<file path="config.mk">
export PLATFORM = sky130hd
export DESIGN_NAME = mem_arbiter_flat
export DESIGN_NICKNAME = d
export VERILOG_FILES = /design/src/rtl/mem_arb_pkg.sv /design/src/rtl/mem_arbiter_if.sv /design/src/rtl/mem_arb_pick.sv /design/src/rtl/mem_arbiter.sv /design/src/flat_wrapper.sv
export SDC_FILE = /design/constraint.sdc
export NUM_CORES = 1
export LEC_CHECK = 0
export CAP_MARGIN = 15
export CORE_ASPECT_RATIO = 1.25
export CORE_MARGIN = 4
export CORE_UTILIZATION = 36
export CTS_CLUSTER_SIZE = 20
export DETAILED_ROUTE_END_ITERATION = 8
export PLACE_DENSITY_LB_ADDON = 0.15
export SLEW_MARGIN = 20
export SYNTH_ARGS = -nofsm -noshare
export SYNTH_HDL_FRONTEND = slang
export SYNTH_SLANG_ARGS = --single-unit
</file>
<file path="constraint.sdc">
create_clock -name clk -period 1.6 [get_ports clk]
set_clock_uncertainty 0.15 [all_clocks]
set_input_delay 0.16 -clock clk [delete_from_list [all_inputs] [get_ports clk]]
set_output_delay 0.16 -clock clk [all_outputs]
set_load 0.02 [all_outputs]
</file>
<file path="src/rtl/mem_arb_pkg.sv">
// Shared definitions for the two-port memory arbiter: owner encoding, port indices and
// default bus widths of the CPU memory interface.
package mem_arb_pkg;

    localparam int unsigned ADDR_W_DEF = 8;
    localparam int unsigned DATA_W_DEF = 16;

    typedef logic [1:0] owner_t;

    localparam owner_t OWN_NONE = 2'd0;
    localparam owner_t OWN_P0   = 2'd1;
    localparam owner_t OWN_P1   = 2'd2;

    localparam logic PORT0 = 1'b0;
    localparam logic PORT1 = 1'b1;

    function automatic owner_t owner_of(logic port);
        return port ? OWN_P1 : OWN_P0;
    endfunction

endpackage

</file>
<file path="src/rtl/mem_arbiter_if.sv">
// Bus bundle between the two requesters, the arbiter and the single-port memory.
// The slave modport is the arbiter's view; master is the requesters-plus-memory view.
interface mem_arbiter_if
    import mem_arb_pkg::*;
#(
    parameter int unsigned ADDR_W = ADDR_W_DEF,
    parameter int unsigned DATA_W = DATA_W_DEF
) ();

    logic              req0;
    logic              we0;
    logic              lock0;
    logic [ADDR_W-1:0] addr0;
    logic [DATA_W-1:0] wdata0;
    logic              gnt0;
    logic              rvalid0;
    logic [DATA_W-1:0] rdata0;

    logic              req1;
    logic              we1;
    logic              lock1;
    logic [ADDR_W-1:0] addr1;
    logic [DATA_W-1:0] wdata1;
    logic              gnt1;
    logic              rvalid1;
    logic [DATA_W-1:0] rdata1;

    logic              mem_en;
    logic              mem_we;
    logic [ADDR_W-1:0] mem_addr;
    logic [DATA_W-1:0] mem_wdata;
    logic [DATA_W-1:0] mem_rdata;

    modport slave (
        input  req0, we0, lock0, addr0, wdata0,
        input  req1, we1, lock1, addr1, wdata1,
        input  mem_rdata,
        output gnt0, rvalid0, rdata0,
        output gnt1, rvalid1, rdata1,
        output mem_en, mem_we, mem_addr, mem_wdata
    );

    modport master (
        output req0, we0, lock0, addr0, wdata0,
        output req1, we1, lock1, addr1, wdata1,
        output mem_rdata,
        input  gnt0, rvalid0, rdata0,
        input  gnt1, rvalid1, rdata1,
        input  mem_en, mem_we, mem_addr, mem_wdata
    );

endinterface

</file>
<file path="src/rtl/mem_arb_pick.sv">
// Combinational grant picker: honours a locked owner up to MAX_BURST grants under contention.
// MEM_ARB_RR_EN selects round-robin contention; otherwise port 1 has fixed priority.
module mem_arb_pick
    import mem_arb_pkg::*;
#(
    parameter int unsigned MAX_BURST = 4
) (
    input  logic [1:0]                       req,
    input  owner_t                           owner,
    input  logic [$clog2(MAX_BURST+1)-1:0]   burst_cnt,
    input  logic                             last,
    output logic [1:0]                       gnt
);

    localparam int unsigned BCNT_W = $clog2(MAX_BURST + 1);

    logic own_idx;
    logic own_req;
    logic oth_req;
    logic under;

`ifndef MEM_ARB_RR_EN
    logic unused_last;
    assign unused_last = last;
`endif

    always_comb begin
        gnt     = 2'b00;
        own_idx = (owner == OWN_P1);
        own_req = (owner != OWN_NONE) && req[own_idx];
        oth_req = req[!own_idx];
        under   = burst_cnt < BCNT_W'(MAX_BURST);

        if (own_req && (under || !oth_req)) begin
            gnt[own_idx] = 1'b1;
        end else if (own_req) begin
            // Tenure exhausted while the other port waits: it takes the next slot.
            gnt[!own_idx] = 1'b1;
        end else if (req == 2'b01) begin
            gnt = 2'b01;
        end else if (req == 2'b10) begin
            gnt = 2'b10;
        end else if (req == 2'b11) begin
`ifdef MEM_ARB_RR_EN
            gnt = (last == PORT1) ? 2'b01 : 2'b10;
`else
            gnt = 2'b10;
`endif
        end
    end

endmodule

</file>
<file path="src/rtl/mem_arbiter.sv">
// Two-port arbiter for the shared single-port program/data memory with locked bursts.
// Define MEM_ARB_RR_EN for round-robin contention instead of port-1 fixed priority.
module mem_arbiter
    import mem_arb_pkg::*;
#(
    parameter int unsigned ADDR_W    = ADDR_W_DEF,
    parameter int unsigned DATA_W    = DATA_W_DEF,
    parameter int unsigned MAX_BURST = 4
) (
    input  logic          clk,
    input  logic          rst_n,
    mem_arbiter_if.slave  bus
);

    localparam int unsigned BCNT_W = $clog2(MAX_BURST + 1);

    owner_t              owner_q, owner_d;
    logic [BCNT_W-1:0]   burst_cnt_q, burst_cnt_d;
    logic                last_q, last_d;

    logic [1:0]          req;
    logic [1:0]          gnt_pick;
    logic [1:0]          gnt;
    logic                any_gnt;
    logic                sel;
    logic                sel_we;
    logic                sel_lock;
    logic [ADDR_W-1:0]   sel_addr;
    logic [DATA_W-1:0]   sel_wdata;

    logic                mem_en_q;
    logic                mem_we_q;
    logic [ADDR_W-1:0]   mem_addr_q;
    logic [DATA_W-1:0]   mem_wdata_q;
    logic                rd_pend_q;
    logic                rd_port_q;
    logic [1:0]          rvalid_q;
    logic [DATA_W-1:0]   rdata0_q;
    logic [DATA_W-1:0]   rdata1_q;

    assign req = {bus.req1, bus.req0};

    mem_arb_pick #(
        .MAX_BURST (MAX_BURST)
    ) u_pick (
        .req       (req),
        .owner     (owner_q),
        .burst_cnt (burst_cnt_q),
        .last      (last_q),
        .gnt       (gnt_pick)
    );

    // No grant may be issued while reset is held, even though the picker sees live requests.
    assign gnt       = rst_n ? gnt_pick : 2'b00;
    assign any_gnt   = |gnt;
    assign sel       = gnt[1];
    assign sel_we    = sel ? bus.we1    : bus.we0;
    assign sel_lock  = sel ? bus.lock1  : bus.lock0;
    assign sel_addr  = sel ? bus.addr1  : bus.addr0;
    assign sel_wdata = sel ? bus.wdata1 : bus.wdata0;

    always_ff @(posedge clk) begin
        if (!rst_n) begin
            owner_q     <= OWN_NONE;
            burst_cnt_q <= '0;
            last_q      <= PORT1;
        end else begin
            owner_q     <= owner_d;
            burst_cnt_q <= burst_cnt_d;
            last_q      <= last_d;
        end
    end

    always_comb begin
        owner_d     = owner_q;
        burst_cnt_d = burst_cnt_q;
        last_d      = last_q;
        if (any_gnt) begin
            last_d = sel;
            if (sel_lock) begin
                owner_d = owner_of(sel);
                if (owner_q != owner_of(sel)) begin
                    burst_cnt_d = BCNT_W'(1);
                end else if (burst_cnt_q < BCNT_W'(MAX_BURST)) begin
                    // Saturate: beyond the limit the count only needs to stay "at limit".
                    burst_cnt_d = burst_cnt_q + 1'b1;
                end
            end else begin
                owner_d     = OWN_NONE;
                burst_cnt_d = '0;
            end
        end else if (owner_q != OWN_NONE && !req[owner_q == OWN_P1]) begin
            owner_d     = OWN_NONE;
            burst_cnt_d = '0;
        end
    end

    always_comb begin
        bus.gnt0      = gnt[0];
        bus.gnt1      = gnt[1];
        bus.mem_en    = mem_en_q;
        bus.mem_we    = mem_we_q;
        bus.mem_addr  = mem_addr_q;
        bus.mem_wdata = mem_wdata_q;
        bus.rvalid0   = rvalid_q[0];
        bus.rvalid1   = rvalid_q[1];
        bus.rdata0    = rdata0_q;
        bus.rdata1    = rdata1_q;
    end

    // Command register plus the read-return tag pipe (command stage, return stage).
    always_ff @(posedge clk) begin
        if (!rst_n) begin
            mem_en_q    <= 1'b0;
            mem_we_q    <= 1'b0;
            mem_addr_q  <= '0;
            mem_wdata_q <= '0;
            rd_pend_q   <= 1'b0;
            rd_port_q   <= PORT0;
            rvalid_q    <= 2'b00;
            rdata0_q    <= '0;
            rdata1_q    <= '0;
        end else begin
            mem_en_q  <= any_gnt;
            mem_we_q  <= any_gnt & sel_we;
            rd_pend_q <= any_gnt & ~sel_we;
            if (any_gnt) begin
                mem_addr_q  <= sel_addr;
                mem_wdata_q <= sel_wdata;
                rd_port_q   <= sel;
            end
            rvalid_q <= {rd_pend_q & rd_port_q, rd_pend_q & ~rd_port_q};
            if (rd_pend_q && rd_port_q == PORT0) begin
                rdata0_q <= bus.mem_rdata;
            end
            if (rd_pend_q && rd_port_q == PORT1) begin
                rdata1_q <= bus.mem_rdata;
            end
        end
    end

endmodule
</file>
<file path="src/flat_wrapper.sv">
// flat-port wrapper written by rule: the top's interface ports become plain ports
module mem_arbiter_flat import mem_arb_pkg::*;
#(
    parameter int unsigned ADDR_W    = ADDR_W_DEF,
    parameter int unsigned DATA_W    = DATA_W_DEF,
    parameter int unsigned MAX_BURST = 4
)
  (clk, rst_n, bus_req0, bus_we0, bus_lock0, bus_addr0, bus_wdata0, bus_req1, bus_we1, bus_lock1, bus_addr1, bus_wdata1, bus_mem_rdata, bus_gnt0, bus_rvalid0, bus_rdata0, bus_gnt1, bus_rvalid1, bus_rdata1, bus_mem_en, bus_mem_we, bus_mem_addr, bus_mem_wdata);
  mem_arbiter_if #(.ADDR_W(ADDR_W), .DATA_W(DATA_W)) bus_i ();
  input  logic clk;
  input  logic rst_n;
  input wire logic [$bits(bus_i.req0)-1:0] bus_req0;
  input wire logic [$bits(bus_i.we0)-1:0] bus_we0;
  input wire logic [$bits(bus_i.lock0)-1:0] bus_lock0;
  input wire logic [$bits(bus_i.addr0)-1:0] bus_addr0;
  input wire logic [$bits(bus_i.wdata0)-1:0] bus_wdata0;
  input wire logic [$bits(bus_i.req1)-1:0] bus_req1;
  input wire logic [$bits(bus_i.we1)-1:0] bus_we1;
  input wire logic [$bits(bus_i.lock1)-1:0] bus_lock1;
  input wire logic [$bits(bus_i.addr1)-1:0] bus_addr1;
  input wire logic [$bits(bus_i.wdata1)-1:0] bus_wdata1;
  input wire logic [$bits(bus_i.mem_rdata)-1:0] bus_mem_rdata;
  output wire logic [$bits(bus_i.gnt0)-1:0] bus_gnt0;
  output wire logic [$bits(bus_i.rvalid0)-1:0] bus_rvalid0;
  output wire logic [$bits(bus_i.rdata0)-1:0] bus_rdata0;
  output wire logic [$bits(bus_i.gnt1)-1:0] bus_gnt1;
  output wire logic [$bits(bus_i.rvalid1)-1:0] bus_rvalid1;
  output wire logic [$bits(bus_i.rdata1)-1:0] bus_rdata1;
  output wire logic [$bits(bus_i.mem_en)-1:0] bus_mem_en;
  output wire logic [$bits(bus_i.mem_we)-1:0] bus_mem_we;
  output wire logic [$bits(bus_i.mem_addr)-1:0] bus_mem_addr;
  output wire logic [$bits(bus_i.mem_wdata)-1:0] bus_mem_wdata;
  assign bus_i.req0 = bus_req0;
  assign bus_i.we0 = bus_we0;
  assign bus_i.lock0 = bus_lock0;
  assign bus_i.addr0 = bus_addr0;
  assign bus_i.wdata0 = bus_wdata0;
  assign bus_i.req1 = bus_req1;
  assign bus_i.we1 = bus_we1;
  assign bus_i.lock1 = bus_lock1;
  assign bus_i.addr1 = bus_addr1;
  assign bus_i.wdata1 = bus_wdata1;
  assign bus_i.mem_rdata = bus_mem_rdata;
  assign bus_gnt0 = bus_i.gnt0;
  assign bus_rvalid0 = bus_i.rvalid0;
  assign bus_rdata0 = bus_i.rdata0;
  assign bus_gnt1 = bus_i.gnt1;
  assign bus_rvalid1 = bus_i.rvalid1;
  assign bus_rdata1 = bus_i.rdata1;
  assign bus_mem_en = bus_i.mem_en;
  assign bus_mem_we = bus_i.mem_we;
  assign bus_mem_addr = bus_i.mem_addr;
  assign bus_mem_wdata = bus_i.mem_wdata;
  mem_arbiter #(.ADDR_W(ADDR_W), .DATA_W(DATA_W), .MAX_BURST(MAX_BURST)) u_core (.clk(clk), .rst_n(rst_n), .bus(bus_i));
endmodule
</file>
# Yosys cells after proc, flatten, opt, wreduce, memory -nomap -nowiden
# Index checks and enable logic that the tools add are counted.
# Widths: inputs -> output; s select.
[classes]
n_lt_le_gt_ge = 5
n_reduce_logical = 15
mux = 27
bitwise = 6
n_eq_ne = 6
n_addsub = 1
n_mul = 0
n_div = 0
n_shift = 0
[op_table]
columns = ["op", "count"]
rows = [
  ["$mux 2", 10],
  ["$mux 16", 1],
  ["$mux 3", 5],
  ["$mux 1", 8],
  ["$mux 8", 1],
  ["$logic_and 1x1->1", 7],
  ["$eq 2x2->1 const B", 3],
  ["$and 1x1->1", 4],
  ["$lt 1x2->1 const B", 2],
  ["$ne 4x4->1 const B", 1],
  ["$reduce_bool 2->1", 2],
  ["$add 3x1->3 const B", 1],
  ["$logic_not 1->1", 3],
  ["$lt 3x3->1 const B", 1],
  ["$demux 1 s1", 2],
  ["$eq 2x1->1 const B", 1],
  ["$ge 1x1->1 const B", 2],
  ["$ne 2x2->1", 1],
  ["$not 1->1", 2],
  ["$reduce_and 2->1", 1],
  ["$reduce_or 2->1", 1],
  ["$logic_or 1x1->1", 1],
]
[word_totals]
out_inout_bits = 62
ramBits = 0
elab_cells = 71
mem_bits_ro = 0
mem_count = 0
input_bits = 72
latch_bits = 0
register_bits = 67

# Logic depth before layout (Yosys ltp)
[depth]
depth_word = 14
depth_mapped = 7

# Cells and area by module
# From an unflattened synthesis, not the netlist that was laid out.
[hier_totals]
hier_cells = 340
area_unflattened_um2 = 2915.3
[by_module_without_submodules]
columns = ["mod", "instances", "cells_each", "seq_area_each_um2", "area_per_inst_um2"]
rows = [
  ["mem_arbiter", 1, 333, 1361.3, 2869.0],
  ["mem_arb_pick", 1, 7, 0.0, 46.3],
]

# Worst setup path before layout
# No wires, ideal clock.
[synth_path]
path_kind = "reg-to-reg"
from = "register u_core.burst_cnt_q[2]"
to = "register u_core.mem_wdata_q[12], in the netlist u_core.bus.mem_wdata[12]"
path_buffers = 3
path_stages_with_launch = 8
synth_period_minus_slack_ps = 1690
setup_slack_ps = -90
arrival_ps = 1412
setup_time_ps = 128
path_cell_list = "dfxtp_1 -> buf_4 -> and3b_1 -> nor3_2 -> buf_6 -> buf_12 -> a222oi_1 -> nor2_1"
[synth_via]
elab_chain_len = 6
[synth_lines]
columns = ["element", "line", "text"]
rows = [
  ["start, declared", "mem_arbiter.sv:18", "logic [BCNT_W-1:0] burst_cnt_q, burst_cnt_d;"],
  ["start signal, assigned", "mem_arbiter.sv:69", "burst_cnt_q <= burst_cnt_d;"],
  ["$lt 3x3->1 *", "mem_arb_pick.sv:32", "under = burst_cnt < BCNT_W'(MAX_BURST);"],
  ["$logic_or 1x1->1 *", "mem_arb_pick.sv:34", "if (own_req && (under || !oth_req)) begin"],
  ["$logic_and 1x1->1 *", "mem_arb_pick.sv:34", ""],
  ["$mux 2 *", "mem_arb_pick.sv:34", ""],
  ["$mux 2 *", "mem_arbiter.sv:54", "assign gnt = rst_n ? gnt_pick : 2'b00;"],
  ["via bus_gnt1", "flat_wrapper.sv:26", "output wire logic [$bits(bus_i.gnt1)-1:0] bus_gnt1;"],
  ["$mux 16 / $reduce_or 2->1 (equally long branches)", "mem_arbiter.sv:60, mem_arbiter.sv:55", ""],
  ["end signal, assigned", "mem_arbiter.sv:129", "mem_wdata_q <= sel_wdata;"],
  ["end, declared", "mem_arbiter.sv:34", "logic [DATA_W-1:0] mem_wdata_q;"],
]
# The timed path passes the listed nets; every way through them passes the cells marked *.
# A chain may end at the register's enable or synchronous reset.

# Worst setup path in the final report
[layout_path]
from = "register u_core.burst_cnt_q[2]"
to = "output bus_gnt1"
[layout_via]
elab_chain_len = 5
[layout_lines]
columns = ["element", "line"]
rows = [
  ["$lt 3x3->1", "mem_arb_pick.sv:32"],
  ["$logic_or 1x1->1", "mem_arb_pick.sv:34"],
  ["$logic_and 1x1->1", "mem_arb_pick.sv:34"],
  ["$mux 2", "mem_arb_pick.sv:34"],
  ["$mux 2", "mem_arbiter.sv:54"],
  ["end, declared", "flat_wrapper.sv:26"],
]
# No other way between the ends.

==> results.cfg <==
[pwr]
vdd_ir_drop_max_uv = 531
p_per_area_nw_per_um2 = 896
total_power_mw = 4.15
leakagePower_nw = 2.16

[yosys]
yosysWarnings = 0
syn-num-nets = 379
synth.avg_cell_area_um2 = 8.77
synth_flop_cell = dfxtp_1
synth-edff-count = 0
netlist_area_um2 = 2680
synth-seq-cells = 67
async_flop_share_pct = 0
synth_cells = 306
synth_cell_types = 33
yosysSeqAreaShare_pct = 50.0

[global_route]
grt_max_degree = 45
grt_first_pass_wirelength_um = 12800
grtUsageTotal_pct = 17.8
busiest_layer = met2
grt_pass1_vias = 2644
met2_usage_pct = 31.1
grt_use_met3_pct = 4.28
met1_usage_pct = 20.0
antenna_found_initial = 0
gr-total-overflow = 0

[critical_path]
end_kind = primary output
worstPathMaxFanout = 5
cp_data_arrival_time_ps = 1430
required_ps = 1290
crit_type = reg -> out
critPathLaunchType = register

[place]
dp_hpwl_um = 5770
globalplace.congestion = 0.780
place_area_um2 = 4220
port_buffers = 133

[sta]
slew_headroom_pct = 62.5
hold_viol_final = 0
finalCriticalPeriod_ps = 1740
worstMarginPinSlew_ps = 561
max_clock_freq_mhz = 574
fin_hold_ws_ps = 239
rsz0062_at_grt = true
setup_tns_ps = -2210
maxSlewViolCount = 0
fin_crit_sh_pct = 109
setup_viol = 29
timing.final.ws_setup_ps = -143

[final_layout]
seqCellArea_um2 = 1340
finish.utilization_pct = 65.2
fillers = 620
area_delta_synth_final_pct = 72.7
drive_gt1_share_pct = 15.0
final_area_um2 = 4630
nNetsFinal = 528
multi_input_area_um2 = 1290
n_antenna_cell = 0

[floorplan]
coreArea_um2 = 7100
die_h_um = 105
die_w_um = 85.2
ios = 134
initial_core_util_pct = 37.8
die_area_um2 = 8910
rows = 34

[drt]
drcViolationCount = 0
wl_um = 8250
routedWlPerCell_um = 15.0
drtPass1Iterations = 4
vias_per_cell = 4.96
ant_nets = 0
drt_first_iter_violations = 77
vias = 2726

[outcome]
violations = setup timing
outcome = complete, but fails checks

[cts]
clock_latency_ps = 330
cts_buffers = 9
cts-htree-levels = 3
root_buffer = clkbuf_8
clock_sinks = 67
cts_tree = done
cts.path.max_buffers = 2
clk_pin_slew_worst_paths_ps = 70

[job]
drv_cap = 0

[hold_path]
hp-class = in -> reg
## cell type report
class | instances | share of cell area, %
sequential | 67 | 29.0
clock inverter | 7 | 2.16
multi-input combinational | 212 | 27.9
timing repair buffer | 162 | 35.6
tap | 90 | 2.43
inverter | 3 | 0.243
clock buffer | 9 | 2.67
## final timing paths
kind              cells after the start                              endpoint  slack, ps                                from
setup / recovery                      4                              bus_gnt1       -140  u_core.burst_cnt_q[2]$_SDFFE_PN0P_
hold / removal                        3  u_core.bus.mem_wdata[6]$_SDFFE_PN0P_        240                       bus_wdata0[6]
setup reg to reg                      6  u_core.bus.mem_wdata[3]$_SDFFE_PN0P_       -140  u_core.burst_cnt_q[2]$_SDFFE_PN0P_
hold reg to reg                       2    u_core.bus.rdata0[10]$_SDFFE_PN0P_        300  u_core.bus.rdata0[10]$_SDFFE_PN0P_
## state kept, by name (all words and copies together), names as in the netlist
name                  cells
u_core.rd_pend_q          1
u_core.rvalid_q           2
u_core.bus.mem_wdata     16
u_core.bus.rdata1        16
u_core.bus.rdata0        16
u_core.bus.mem_we         1
u_core.bus.mem_en         1
u_core.burst_cnt_q        3
u_core.bus.mem_addr       8
u_core.rd_port_q          1
u_core.owner_q            2
## power breakdown
group          internal [mW]  switching (mW)  total (mW)
logic                  0.412           0.374       0.785
registers               1.75          0.0429        1.80
clock network          0.888           0.682        1.57
total                   3.05            1.10        4.15
## metal layers
metal | wire (um) | vias to the layer above | part of all wire (%)
li1 | - | 1354 | -
met1 | 3220 | 1256 | 39
met2 | 4230 | 98 | 51
met3 | 589 | 18 | 7.1
met4 | 216 | 0 | 2.6
met5 | 0 | - | 0
## layout by cell type, fill, tap and decap left out, types with 3 or more instances in the layout
| master | synthesis | routed |
|---|---|---|
| nand2_1 | 72 | 72 |
| clkdlybuf4s50_1 | 0 | 71 |
| dfxtp_1 | 67 | 65 |
| dlygate4sd2_1 | 0 | 43 |
| a21oi_1 | 35 | 35 |
| nor2_1 | 27 | 27 |
| buf_4 | 1 | 21 |
| a211oi_1 | 24 | 19 |
| mux2i_1 | 22 | 17 |
| dlymetal6s2s_1 | 0 | 17 |
| clkbuf_8 | 0 | 9 |
| o21ai_1 | 2 | 5 |
| a211oi_2 | 0 | 5 |
| mux2i_2 | 0 | 5 |
| buf_12 | 2 | 4 |
| nand2b_1 | 4 | 3 |
| clkinvlp_4 | 0 | 3 |
| buf_6 | 2 | 3 |
## Yosys cell counts (all sizes together) (4+ instances only)
| cell type | instances | area (um2) |
|---|---|---|
| nor2 | 27 | 101 |
| a211oi | 24 | 180 |
| nand2b | 4 | 25.0 |
| a21oi | 35 | 175 |
| o21ai | 5 | 25.0 |
| mux2i | 22 | 220 |
| clkbuf | 17 | 63.8 |
| buf | 7 | 80.1 |
| nand2 | 72 | 270 |
| dfxtp | 67 | 1340 |
## critical path, cell delays in order, from the launching register on
cell and delay [ps]:
dfxtp_2 370, and3b_2 240, nor3_4 220, buf_4 150, buf_4 130
## cells by family after synthesis
group | Yosys count | share of synthesized area [%]
buffers and inverters | 27 | 5.78
muxes | 22 | 8.21
adders and majority gates | 1 | 0.466
DFF | 67 | 50.0
and+or+nand+nor | 115 | 18.3
AOI/OAI and AO/OA | 74 | 17.3
## per-stage QoR
stage | worst slack [ps] | instances
4_1_cts | -166 | 546
6_report | -143 | 550
5_1_grt | -208 | 550
3_3_place_gp | -496 | 529
2_1_floorplan | -28.0 | 306
3_5_place_dp | -493 | 529
## timing repair
action / CTS / global route
hold buffers: 0 / 0
setup buffers: 0 / 2
pin swaps: 22 / 9
endpoints found under the setup margin: 73 / 47
cloned: 1 / 2
resized for setup: 68 / 31
Note: power is estimated with default switching activity, not from simulation.
